===== src/rtl/fifo_bridge_pkg.sv =====
// Shared types and helpers for the sync_fifo read-side AXI4-Stream bridge.
// Field widths cover every legal RD_LATENCY (1..3) and PKT_LEN up to 65536.
package fifo_bridge_pkg;

  localparam int MAX_RD_LATENCY = 3;
  localparam int PTR_W  = 3;
  localparam int OCC_W  = 3;
  localparam int INF_W  = 2;
  localparam int BEAT_W = 16;

  typedef struct packed {
    logic [OCC_W-1:0]  occupancy;
    logic [INF_W-1:0]  in_flight;
    logic [BEAT_W-1:0] beat_cnt;
  } bridge_state_t;

  function automatic logic [PTR_W-1:0] ptr_inc(input logic [PTR_W-1:0] ptr, input int depth);
    if (int'(ptr) == depth - 1) begin
      return '0;
    end
    return ptr + PTR_W'(1);
  endfunction

endpackage


===== src/rtl/fifo_rd_bridge_buf.sv =====
// Small register ring holding FIFO words until the stream side accepts them.
// The head entry is read combinationally so tdata is valid together with occupancy.
module fifo_rd_bridge_buf
  import fifo_bridge_pkg::*;
#(
  parameter int DATA_WIDTH = 8,
  parameter int DEPTH      = 3
) (
  input  logic                  i_clk,
  input  logic                  i_s_rst,
  input  logic                  i_push,
  input  logic [DATA_WIDTH-1:0] i_push_data,
  input  logic                  i_pop,
  output logic [DATA_WIDTH-1:0] o_data,
  output logic [OCC_W-1:0]      o_occupancy
);

  localparam int AW = $clog2(DEPTH);

  logic [DATA_WIDTH-1:0] r_mem [DEPTH];
  logic [AW-1:0]         r_wr_ptr;
  logic [AW-1:0]         r_rd_ptr;
  logic [OCC_W-1:0]      r_occ;
  logic                  w_full;
  logic                  w_empty;
  logic                  w_do_push;
  logic                  w_do_pop;

  assign w_full    = (r_occ == OCC_W'(DEPTH));
  assign w_empty   = (r_occ == '0);
  assign w_do_pop  = i_pop && !w_empty;
  // A full ring still accepts a word when the head leaves in the same cycle.
  assign w_do_push = i_push && (!w_full || w_do_pop);

  always_ff @(posedge i_clk) begin
    if (i_s_rst) begin
      r_wr_ptr <= '0;
      r_rd_ptr <= '0;
      r_occ    <= '0;
    end else begin
      if (w_do_push) begin
        r_wr_ptr <= AW'(ptr_inc(PTR_W'(r_wr_ptr), DEPTH));
      end
      if (w_do_pop) begin
        r_rd_ptr <= AW'(ptr_inc(PTR_W'(r_rd_ptr), DEPTH));
      end
      case ({w_do_push, w_do_pop})
        2'b10:   r_occ <= r_occ + OCC_W'(1);
        2'b01:   r_occ <= r_occ - OCC_W'(1);
        default: ;
      endcase
    end
  end

  always_ff @(posedge i_clk) begin
    if (w_do_push) begin
      r_mem[r_wr_ptr] <= i_push_data;
    end
  end

  assign o_data      = r_mem[r_rd_ptr];
  assign o_occupancy = r_occ;

endmodule


===== src/rtl/fifo_rd_axis_bridge.sv =====
// Drains sync_fifo into an AXI4-Stream master at one beat per clock, using read
// credits so every word requested from the FIFO always has a buffer slot waiting.
module fifo_rd_axis_bridge
  import fifo_bridge_pkg::*;
#(
  parameter int DATA_WIDTH = 8,
  parameter int RD_LATENCY = 1,
  parameter int PKT_LEN    = 16
) (
  input  logic                  i_clk,
  input  logic                  i_s_rst,
  output logic                  o_rd_en,
  input  logic [DATA_WIDTH-1:0] i_rd_data,
  input  logic                  i_rd_valid,
  input  logic                  i_empty,
  output logic [DATA_WIDTH-1:0] o_m_axis_tdata,
  output logic                  o_m_axis_tvalid,
  input  logic                  i_m_axis_tready,
  output logic                  o_m_axis_tlast,
  output logic                  o_err
);

  localparam int BUF_DEPTH = RD_LATENCY + 2;
  localparam int CW        = OCC_W + 1;

  logic [OCC_W-1:0]      w_occupancy;
  logic [DATA_WIDTH-1:0] w_head_data;
  logic [INF_W-1:0]      r_in_flight;
  logic [BEAT_W-1:0]     r_beat_cnt;
  logic                  r_err;
  bridge_state_t         w_state;
  logic [CW-1:0]         w_credit_used;
  logic                  w_tvalid;
  logic                  w_handshake;
  logic                  w_last_beat;
  logic                  w_err_orphan;
  logic                  w_err_ovf;
  logic                  w_push;
  logic                  w_rd_return;

  assign w_state = '{occupancy: w_occupancy, in_flight: r_in_flight, beat_cnt: r_beat_cnt};

  // Read issue depends only on registered state and i_empty, never on tready.
  assign w_credit_used = CW'(w_state.occupancy) + CW'(w_state.in_flight);
  assign o_rd_en       = !i_s_rst && !i_empty && (w_credit_used < CW'(BUF_DEPTH));

  assign w_tvalid     = !i_s_rst && (w_state.occupancy != '0);
  assign w_handshake  = w_tvalid && i_m_axis_tready;
  assign w_last_beat  = (w_state.beat_cnt == BEAT_W'(PKT_LEN - 1));

  assign w_err_orphan = i_rd_valid && (w_state.in_flight == '0);
  assign w_err_ovf    = i_rd_valid && (w_state.occupancy == OCC_W'(BUF_DEPTH)) && !w_handshake;
  assign w_push       = i_rd_valid && !w_err_orphan && !w_err_ovf;
  assign w_rd_return  = i_rd_valid && !w_err_orphan;

  fifo_rd_bridge_buf #(
    .DATA_WIDTH(DATA_WIDTH),
    .DEPTH     (BUF_DEPTH)
  ) u_buf (
    .i_clk      (i_clk),
    .i_s_rst    (i_s_rst),
    .i_push     (w_push),
    .i_push_data(i_rd_data),
    .i_pop      (w_handshake),
    .o_data     (w_head_data),
    .o_occupancy(w_occupancy)
  );

  always_ff @(posedge i_clk) begin
    if (i_s_rst) begin
      r_in_flight <= '0;
      r_beat_cnt  <= '0;
      r_err       <= 1'b0;
    end else begin
      case ({o_rd_en, w_rd_return})
        2'b10:   r_in_flight <= r_in_flight + INF_W'(1);
        2'b01:   r_in_flight <= r_in_flight - INF_W'(1);
        default: ;
      endcase
      if (w_handshake) begin
        r_beat_cnt <= w_last_beat ? '0 : r_beat_cnt + BEAT_W'(1);
      end
      if (w_err_orphan || w_err_ovf) begin
        r_err <= 1'b1;
      end
    end
  end

  assign o_m_axis_tdata  = w_head_data;
  assign o_m_axis_tvalid = w_tvalid;
  assign o_m_axis_tlast  = w_last_beat && w_tvalid;
  assign o_err           = r_err;

endmodule

===== config.mk =====
export PLATFORM = sky130hd
export DESIGN_NAME = fifo_rd_axis_bridge
export DESIGN_NICKNAME = d
export VERILOG_FILES = /design/src/rtl/fifo_bridge_pkg.sv /design/src/rtl/fifo_rd_bridge_buf.sv /design/src/rtl/fifo_rd_axis_bridge.sv
export SDC_FILE = /design/constraint.sdc
export NUM_CORES = 1
export LEC_CHECK = 0
export CELL_PAD_IN_SITES_DETAIL_PLACEMENT = 2
export CELL_PAD_IN_SITES_GLOBAL_PLACEMENT = 2
export CORE_MARGIN = 2
export CORE_UTILIZATION = 39
export DETAILED_ROUTE_END_ITERATION = 10
export PLACE_DENSITY_LB_ADDON = 0.2
export RECOVER_POWER = 50
export SETUP_SLACK_MARGIN = 0.02
export SYNTH_ARGS = -nofsm -noshare
export SYNTH_HDL_FRONTEND = slang
export SYNTH_HIERARCHICAL = 1
export SYNTH_SLANG_ARGS = --single-unit

===== constraint.sdc =====
create_clock -name i_clk -period 5.04 [get_ports i_clk]
set_clock_uncertainty 0.05 [all_clocks]
set_input_delay 0.756 -clock i_clk [delete_from_list [all_inputs] [get_ports i_clk]]
set_output_delay 0.756 -clock i_clk [all_outputs]
set_load 0.005 [all_outputs]

After elaboration in Yosys (flattened, before gate mapping). Memories as Yosys holds them, arrays and structs flattened. A register that Yosys moved wholly into a read port is not among the register bits. Cells that the tools add are included.

Flip-flop bits (word level): 26. Bits in writable memories: 24. Output and inout bits: 12. Logic and storage cells: 67. Memories: 1.

Memories: u_buf.r_mem (words 3, width 8, read ports 1, clocked after Yosys merged registers in 1, wr ports 1, RTL line fifo_rd_bridge_buf.sv:20) `logic [DATA_WIDTH-1:0] r_mem [DEPTH];`.

$add $sub $neg: 8. $lt $le $gt $ge: 1. Eq/ne operators: 8. Muxes and demuxes: 17. Reductions and logical operators: 26.

Operators by type and width (number): $add 16x1->16 const B (1); $eq 16x4->1 const B (1); $mux 16 (1); $logic_and 1x1->1 (12); $mux 2 (6); $eq 2x2->1 const B (4); $mux 1 (8); $logic_not 1->1 (7); $add 2x1->2 const B (3); $pmux 3 s2 (1); $add 3x2->4 (1); $eq 2x1->1 const B (2); $lt 4x2->1 const B (1); $pmux 2 s2 (1); $reduce_bool 2->1 (2); $add 3x1->3 const B (1); $eq 3x2->1 const B (1); $logic_not 3->1 (1); $reduce_bool 3->1 (1); $sub 3x1->3 const B (1); $logic_not 2->1 (1); $logic_or 1x1->1 (2); $sub 2x1->2 const B (1).

Depth between registers and ports, before layout. Gate-level depths: netlist (run 1).

Depth in word-level cells: 11. Mapped depth: 11.

By module. The synthesis (run 1) kept the hierarchy.

Modules (own cells, without submodules): fifo_rd_bridge_buf (times used 1, cells an instance 110, area each 1402.6 um2, seq. area each 900.9 um2); fifo_rd_axis_bridge (times used 1, cells an instance 121, area each 1029.7 um2, seq. area each 380.4 um2).

Worst setup path after synthesis (run 1). No wires, ideal clock.

Path kind: input-to-reg. From: in i_s_rst. To: reg u_buf.r_occ[1] (netlist: u_buf/o_occupancy[1]). Setup time: 0.130 ns. Arrival: 3.046 ns. Data required time: 4.860 ns. Setup slack: 1.815 ns. Stages: 11. Path buffers: 2. Cell sequence: buf_2 nand2b_1 nor2_1 buf_2 o31ai_2 or2_2 fa_1 nor2_1 a22o_1 a222oi_1 a21oi_1.

Word-level cells in the longest chain between the ends: 10. Elaborated cells between the ends (all ways): 14. Classes of those cells: 2 x eq/ne; 1 x mux; 11 x reduce/logical.

Ends and longest elaborated chain: from (decl) (RTL line fifo_rd_axis_bridge.sv:11) `input logic i_s_rst,`; $logic_not 1->1 (*) (RTL line fifo_rd_axis_bridge.sv:47) `assign w_tvalid = !i_s_rst && (w_state.occupancy != '0);`; $logic_and 1x1->1 (*) (RTL line fifo_rd_axis_bridge.sv:47); $logic_and 1x1->1 (*) (RTL line fifo_rd_axis_bridge.sv:48) `assign w_handshake = w_tvalid && i_m_axis_tready;`; net w_handshake (RTL line fifo_rd_axis_bridge.sv:34) `logic w_handshake;`; $logic_not 1->1 (RTL line fifo_rd_axis_bridge.sv:52) `assign w_err_ovf = i_rd_valid && (w_state.occupancy == OCC_W'(BUF_DEPTH)) && !w_handshake;`; $logic_and 1x1->1 (RTL line fifo_rd_axis_bridge.sv:52); $logic_not 1->1 (RTL line fifo_rd_axis_bridge.sv:53) `assign w_push = i_rd_valid && !w_err_orphan && !w_err_ovf;`; $logic_and 1x1->1 (RTL line fifo_rd_axis_bridge.sv:53); $logic_and 1x1->1 (RTL line fifo_rd_bridge_buf.sv:33) `assign w_do_push = i_push && (!w_full || w_do_pop);`; $eq 2x1->1 / $eq 2x2->1 (equally long branches) (RTL line fifo_rd_bridge_buf.sv:47) `case ({w_do_push, w_do_pop})`; $pmux 3 s2 / $reduce_bool 2->1 (equally long branches); to (signal assigned) (RTL line fifo_rd_bridge_buf.sv:48) `2'b10: r_occ <= r_occ + OCC_W'(1);`; to (signal assigned) (RTL line fifo_rd_bridge_buf.sv:49) `2'b01: r_occ <= r_occ - OCC_W'(1);`; to (decl) (RTL line fifo_rd_bridge_buf.sv:23) `logic [OCC_W-1:0] r_occ;`.

Mark *: on every way through the listed nets, which the timed path passes. The rest lies on a longest branch. A chain may end at the register's enable or synchronous reset.

Worst setup path in the final report (run 1).
From: in i_s_rst. To: out o_rd_en.

Word-level cells in the longest chain between the ends: 3.

Ends and longest elaborated chain: $logic_not 1->1 (RTL line fifo_rd_axis_bridge.sv:45) `assign o_rd_en = !i_s_rst && !i_empty && (w_credit_used < CW'(BUF_DEPTH));`; $logic_and 1x1->1 (2 in series) (RTL line fifo_rd_axis_bridge.sv:45); to (decl) (RTL line fifo_rd_axis_bridge.sv:12) `output logic o_rd_en,`.

Every way passes these cells.

==> impl_metrics.yaml, run 1 <==
run_status:
  status: "finished, final reports clean"
synth:
  ys_ff_latch: 52
  synthTopCellsByArea: "edfxtp_1, dfxtp_1, a21oi_1"
  synth_compound_area_share_pct: 12.7
  yosysTopAreaCell: "edfxtp_1"
  synth.distinct_cells: 47
  ys_warn_count: 6
  synthAdderAreaFrac_pct: 3.70
  syn_inst: 231
  synth_top_family_by_area: "simple AND/OR/NAND/NOR gates"
  synth_top_area_share_pct: 29.6
  ys_seq_area_share_pct: 52.7
  synth-simple-area-share_pct: 19.4
  syn_nets: 250
  synth_area_per_cell_um2: 10.5
  synthMuxAreaShare_pct: 3.91
  netlist_area_um2: 2430
  async_flop_share_pct: 0
  synth_edf_count: 24
  ys.flop_type: "dfxtp_1"
  synth-xor-area-share_pct: 3.96
clock_tree:
  cts_tree: "done"
  post_cts_buffers: 0
  clkLatencyLatePin_ns: 0.30
  cts_resized: 0
  holdBufCountCts: 0
  clockBufferDepth: 2
  htreeDepth: 2
  cts_sinks: 52
  cts-root-buf: "clkbuf_8"
  numCtsBuffers: 5
  clkTransAtPathRegs_ns: 0.09
critical_path:
  worstPathArrival_ns: 2.89
  r2r-end: "u_buf/o_occupancy[1]$_SDFFE_PP0P_"
  crit_type: "in2out"
  required_ns: 4.23
  path_max_fanout: 24
  ff2ff_path_depth: 10
  worstSetupStartpointType: "primary input"
  rrSetupSlack_ns: 1.94
  cp-end-kind: "output port"
  r2r-start: "u_buf/o_occupancy[2]$_SDFFE_PP0P_"
worst_hold_path:
  hp-class: "reg2reg"
  min-delay-start: "u_buf/r_wr_ptr[0]$_SDFFE_PP0P_"
  hold_path_depth: 2
  worstHoldEndpoint: "u_buf/r_wr_ptr[0]$_SDFFE_PP0P_"
timing:
  final_max_slew_viol_count: 0
  slew-limit-headroom_pct: 25.4
  worstMarginPinSlew_ns: 1.12
  setup_viol: 0
  rsz0062_at_grt: "no"
  fin_crit_ns: 3.69
  finalCritPeriodShare_pct: 73.3
  timing_hold_violations_final: 0
  tns_ns: 0
  max_freq_ghz: 0.271
floorplanning:
  start_util_pct: 40.6
  dieArea_um2: 6880
  io-pin-count: 25
  core_um2: 5990
  rows: 28
  die_h_um: 83.0
  die_x_um: 83.0
detailed_routing:
  drcViolationCount: 0
  drtIter0Drc: 65
  viasPerCell: 5.51
  dr_total_vias: 1819
  routed_wl_mm: 5.61
  ant_nets: 0
  wire_per_inst_um: 17.0
  first_pass_iters: 4
global_routing:
  grtUsageTotal_pct: 17.6
  grt_pass1_vias: 1971
  grt_pass1_wl_mm: 9.87
  grt_max_degree: 25
  overflow: 0
  antenna_found_initial: 0
layout:
  final_nets: 273
  drive_gt1_share_pct: 7.06
  num_antenna_cells: 0
  final_area_um2: 2810
  nFillCells: 621
  synthToLayoutAreaGrowth_pct: 15.5
placed_design:
  port_buffers: 24
  gp_congestion: 0.705
  dp_hpwl_mm: 4.10
  dpl-instance-area_um2: 2730
power_and_ir_drop:
  p_leak_nw: 0.892
  powerDensity_nw_per_um2: 342
  vdd_drop_max_v: 0.000129
job:
  cap_violations: 0
-- layout by cell type (no fill, tap or decap), types with 2 or more instances in the layout --
master / count
a2111oi_0: 3
a21oi_1: 17
and2_1: 2
and3_1: 2
buf_4: 2
clkbuf_1: 2
clkbuf_8: 5
clkdlybuf4s50_1: 14
clkinv_2: 2
dfxtp_1: 28
dlygate4sd3_1: 10
edfxtp_1: 24
fa_1: 2
ha_1: 4
inv_1: 4
inv_2: 3
mux2i_1: 8
nand2_1: 13
nand2b_1: 4
nand3_1: 5
nand4_1: 5
nor2_1: 20
nor2b_1: 4
nor3_1: 6
nor3b_1: 4
nor4_1: 6
o21ai_0: 17
or3_1: 6
or3b_1: 3
or4_1: 2
xnor2_1: 9
xor2_1: 2
-- metrics by stage --
| step | power, W | std cells | hold slack [ns] | utilization, % | setup WS (ns) |
|---|---|---|---|---|---|
| finish | 0.000959 | 330 | 0.457 | 46.9 | 1.35 |
| global route | 0.00103 | 330 | 0.507 | 46.9 | 1.14 |
| CTS | 0.000980 | 330 | 0.453 | 47.1 | 1.57 |
| detailed placement | 0.000745 | 322 | 0.441 | 45.6 | 1.34 |
| global placement | 0.000733 | 322 | 0.420 | 45.6 | 1.48 |
| floorplan | 0.000650 | 231 | 0.400 | - | 1.81 |
-- critical path, cell delays in order --
cell	delay, ns
dlygate4sd3_1	0.57
clkbuf_1	0.48
a2111oi_0	0.50
clkdlybuf4s50_1	0.58
-- power by group --
group / internal (W) / switching, W
logic: 0.000103 / 0.000113
clock network: 0.0000970 / 0.000134
registers: 0.000479 / 0.0000338
-- cell usage after synthesis, types with 4 or more instances --
cell / n
dfxtp_1: 28
edfxtp_1: 24
nor2_1: 20
a21oi_1: 17
o21ai_0: 17
nand2_1: 13
xnor2_1: 9
mux2i_1: 8
nor3_1: 6
nor4_1: 6
or3_1: 6
nand3_1: 5
nand4_1: 5
buf_2: 4
clkbuf_1: 4
ha_1: 4
inv_1: 4
nand2b_1: 4
nor2b_1: 4
nor3b_1: 4
-- flip-flops by register name, indices dropped and copies added, names as in the netlist, named ones only --
signal and flops:
r_beat_cnt 16, u_buf/o_occupancy 3, u_buf/r_mem 24, u_buf/r_rd_ptr 2, o_err 1, r_in_flight 2, u_buf/r_wr_ptr 2
-- final cells by class --
type	count	area, um^2	share of cell area [%]
Sequential cell	52	1280	45.6
Multi-Input combinational cell	160	1060	37.6
Timing Repair Buffer	28	263	9.35
Tap cell	75	93.8	3.34
Clock buffer	5	68.8	2.45
Inverter	7	26.3	0.935
Clock inverter	3	18.8	0.668
-- kinds of logic (layout without fill, tap and decap cells) --
logic type / Yosys count / count (layout)
compound gates: 47 / 47
fa+ha+maj: 6 / 6
flops: 52 / 52
mux: 9 / 9
buf+inv: 19 / 43
simple gates: 87 / 87
xor+xnor: 11 / 11
-- metal layers --
metal,track usage (%),vias up,part of all wire (%)
met2,31.2,18,52
met1,22.3,900,46
met4,3.58,0,0.57
li1,-,896,-
met5,0,-,0
met3,3.48,5,2.0
-- worst max path at each step --
stage,from,end,slack [ns],cells after the start
global placement,i_s_rst,u_buf/o_occupancy[1]$_SDFFE_PP0P_,1.48,10
finish,i_s_rst,o_rd_en,1.35,4
detailed placement,i_s_rst,u_buf/o_occupancy[1]$_SDFFE_PP0P_,1.34,10
floorplan,i_s_rst,u_buf/o_occupancy[1]$_SDFFE_PP0P_,1.81,11
CTS,u_buf/o_occupancy[1]$_SDFFE_PP0P_,o_rd_en,1.57,6
global route,i_s_rst,o_rd_en,1.14,4
No activity file was read; power rests on OpenSTA's default activity.
==> inputs of run 2 (changes only) <==
Settings changed: CORE_UTILIZATION 39 to 33.
Clock period 5.04 ns to 3.16 ns, I/O delays scaled along.
==> impl_metrics.yaml, run 2 (synthesized netlist as in run 1, its figures left out) <==
run_status:
  status: "finished, final reports clean"
critical_path:
  worstSetupStartpointType: "flop"
  worstPathArrival_ns: 2.45
  max_stage_delay_ns: 0.58
  cp-end-kind: "output port"
  slowest_stage: "clkdlybuf4s50_1"
  cp_num_buf_inv: 1
  required_ns: 2.64
  crit_type: "reg2out"
  crit_chain: "ha_1 -> fa_1 -> o21a_1 -> a2111oi_1 -> clkdlybuf4s50_1"
  path_max_fanout: 4
  cp_top_family: "adder cells"
layout:
  drive_gt1_share_pct: 7.69
  top_register: "u_buf/r_mem"
  final_cell_mix: "dfxtp_1, edfxtp_1, nor2_1"
  final_common_cell: "dfxtp_1"
  nFillCells: 777
  synthToLayoutAreaGrowth_pct: 18.5
  multi_input_area_um2: 1040
  largest_reg_flops: 24
  num_antenna_cells: 0
  final_area_um2: 2880
  finish.utilization_pct: 40.2
  final_nets: 278
  regArea_um2: 1280
global_routing:
  grtUsageTotal_pct: 14.9
  overflow: 0
  grt_max_degree: 25
  antenna_found_initial: 0
  grt_pass1_vias: 1951
  grt_pass1_wl_mm: 9.68
detailed_routing:
  dr_total_vias: 1819
  routed_wl_mm: 5.65
  drcViolationCount: 0
  viasPerCell: 5.07
  top_layer: "met4"
  wl_met2_mm: 2.72
  wl_met1_mm: 2.73
  drtIter0Drc: 28
  met3_wirelength_um: 158
  ant_nets: 0
  wire_per_inst_um: 15.7
  first_pass_iters: 4
clock_tree:
  numCtsBuffers: 5
  clkTransAtPathRegs_ns: 0.10
  post_cts_buffers: 0
  cts-root-buf: "clkbuf_8"
  cts_sinks: 52
  cts_tree: "done"
  htreeDepth: 2
  clkLatencyLatePin_ns: 0.30
  clockBufferDepth: 2
power_and_ir_drop:
  p_clk_share_pct: 29.4
  p_leak_nw: 0.919
  sw_frac_of_total_pct: 27.6
  vdd_drop_max_v: 0.000221
  combinationalPowerShare_pct: 21.2
  netSwitchingPower_w: 0.000453
  p_int_w: 0.00119
  powerDensity_nw_per_um2: 569
  seqPwrFrac_pct: 49.4
timing:
  worstMarginPinSlew_ns: 0.936
  timing_hold_violations_final: 0
  final_max_slew_viol_count: 0
  max_freq_ghz: 0.337
  slew-limit-headroom_pct: 36.8
  holdWs_ns: 0.434
  finalCritPeriodShare_pct: 94.0
  fin_crit_ns: 2.97
  tns_ns: 0
  setup_viol: 0
  rsz0062_at_grt: "no"
floorplanning:
  dieArea_um2: 8070
  die_h_um: 89.9
  rows: 31
  core_um2: 7180
  io-pin-count: 25
  die_x_um: 89.9
  start_util_pct: 33.9
placed_design:
  dp_hpwl_mm: 3.94
  gp_congestion: 0.741
  port_buffers: 24
  dpl-instance-area_um2: 2800
job:
  cap_violations: 0
worst_hold_path:
  hp-class: "reg2reg"
-- run 2: per-stage QoR --
stage	setup slack, ns	total power [W]	std cells
2_1_floorplan	0.217	0.00104	231
3_3_place_gp	0.166	0.00118	351
3_5_place_dp	0.0273	0.00120	351
4_1_cts	0.104	0.00169	359
5_1_grt	0.0416	0.00175	359
6_report	0.191	0.00164	359
-- run 2: path summary, 6_finish.rpt --
kind                                            end                              start  cells after the start  slack, ns
setup / recovery                            o_rd_en  u_buf/o_occupancy[0]$_SDFFE_PP0P_                      5       0.19
hold / removal       u_buf/r_wr_ptr[0]$_SDFFE_PP0P_     u_buf/r_wr_ptr[0]$_SDFFE_PP0P_                      2       0.43
setup reg to reg  u_buf/o_occupancy[1]$_SDFFE_PP0P_  u_buf/o_occupancy[0]$_SDFFE_PP0P_                     10       0.34
hold reg to reg      u_buf/r_wr_ptr[0]$_SDFFE_PP0P_     u_buf/r_wr_ptr[0]$_SDFFE_PP0P_                      2       0.43
-- run 2: repair_timing --
action                                  in CTS  in global routing
hold endpoints to repair                     0                  0
endpoints found under the setup margin       1                  1
hold buffers                                 0                  0
gates resized for setup                      1                  1
-- run 2: area by class of cell --
class | count | area share [%]
Clock buffer | 6 | 2.86
Clock inverter | 2 | 1.35
Inverter | 7 | 0.911
Multi-Input combinational cell | 160 | 36.1
Sequential cell | 52 | 44.5
Tap cell | 99 | 4.30
Timing Repair Buffer | 33 | 10.0
-- run 2: power by group through the flow --
stage	clock, W	combinational [W]	sequential, W
final	0.000483	0.000347	0.000810
after global routing	0.000528	0.000399	0.000819
after CTS	0.000501	0.000379	0.000813
after detailed placement	0	0.000373	0.000828
after global placement	0	0.000361	0.000823
after floorplan	0	0.000223	0.000814
-- run 2: routing by layer --
layer  GRT usage (%)  vias up
li1                -      904
met1            18.7      885
met2            26.5       26
met3            3.10        4
met4            3.08        0
met5               0        -
-- run 2: worst min-delay path, cell delays in order (launching register included) --
cell	delay [ns]
dfxtp_1	0.34
nand2_1	0.06
a21oi_1	0.05
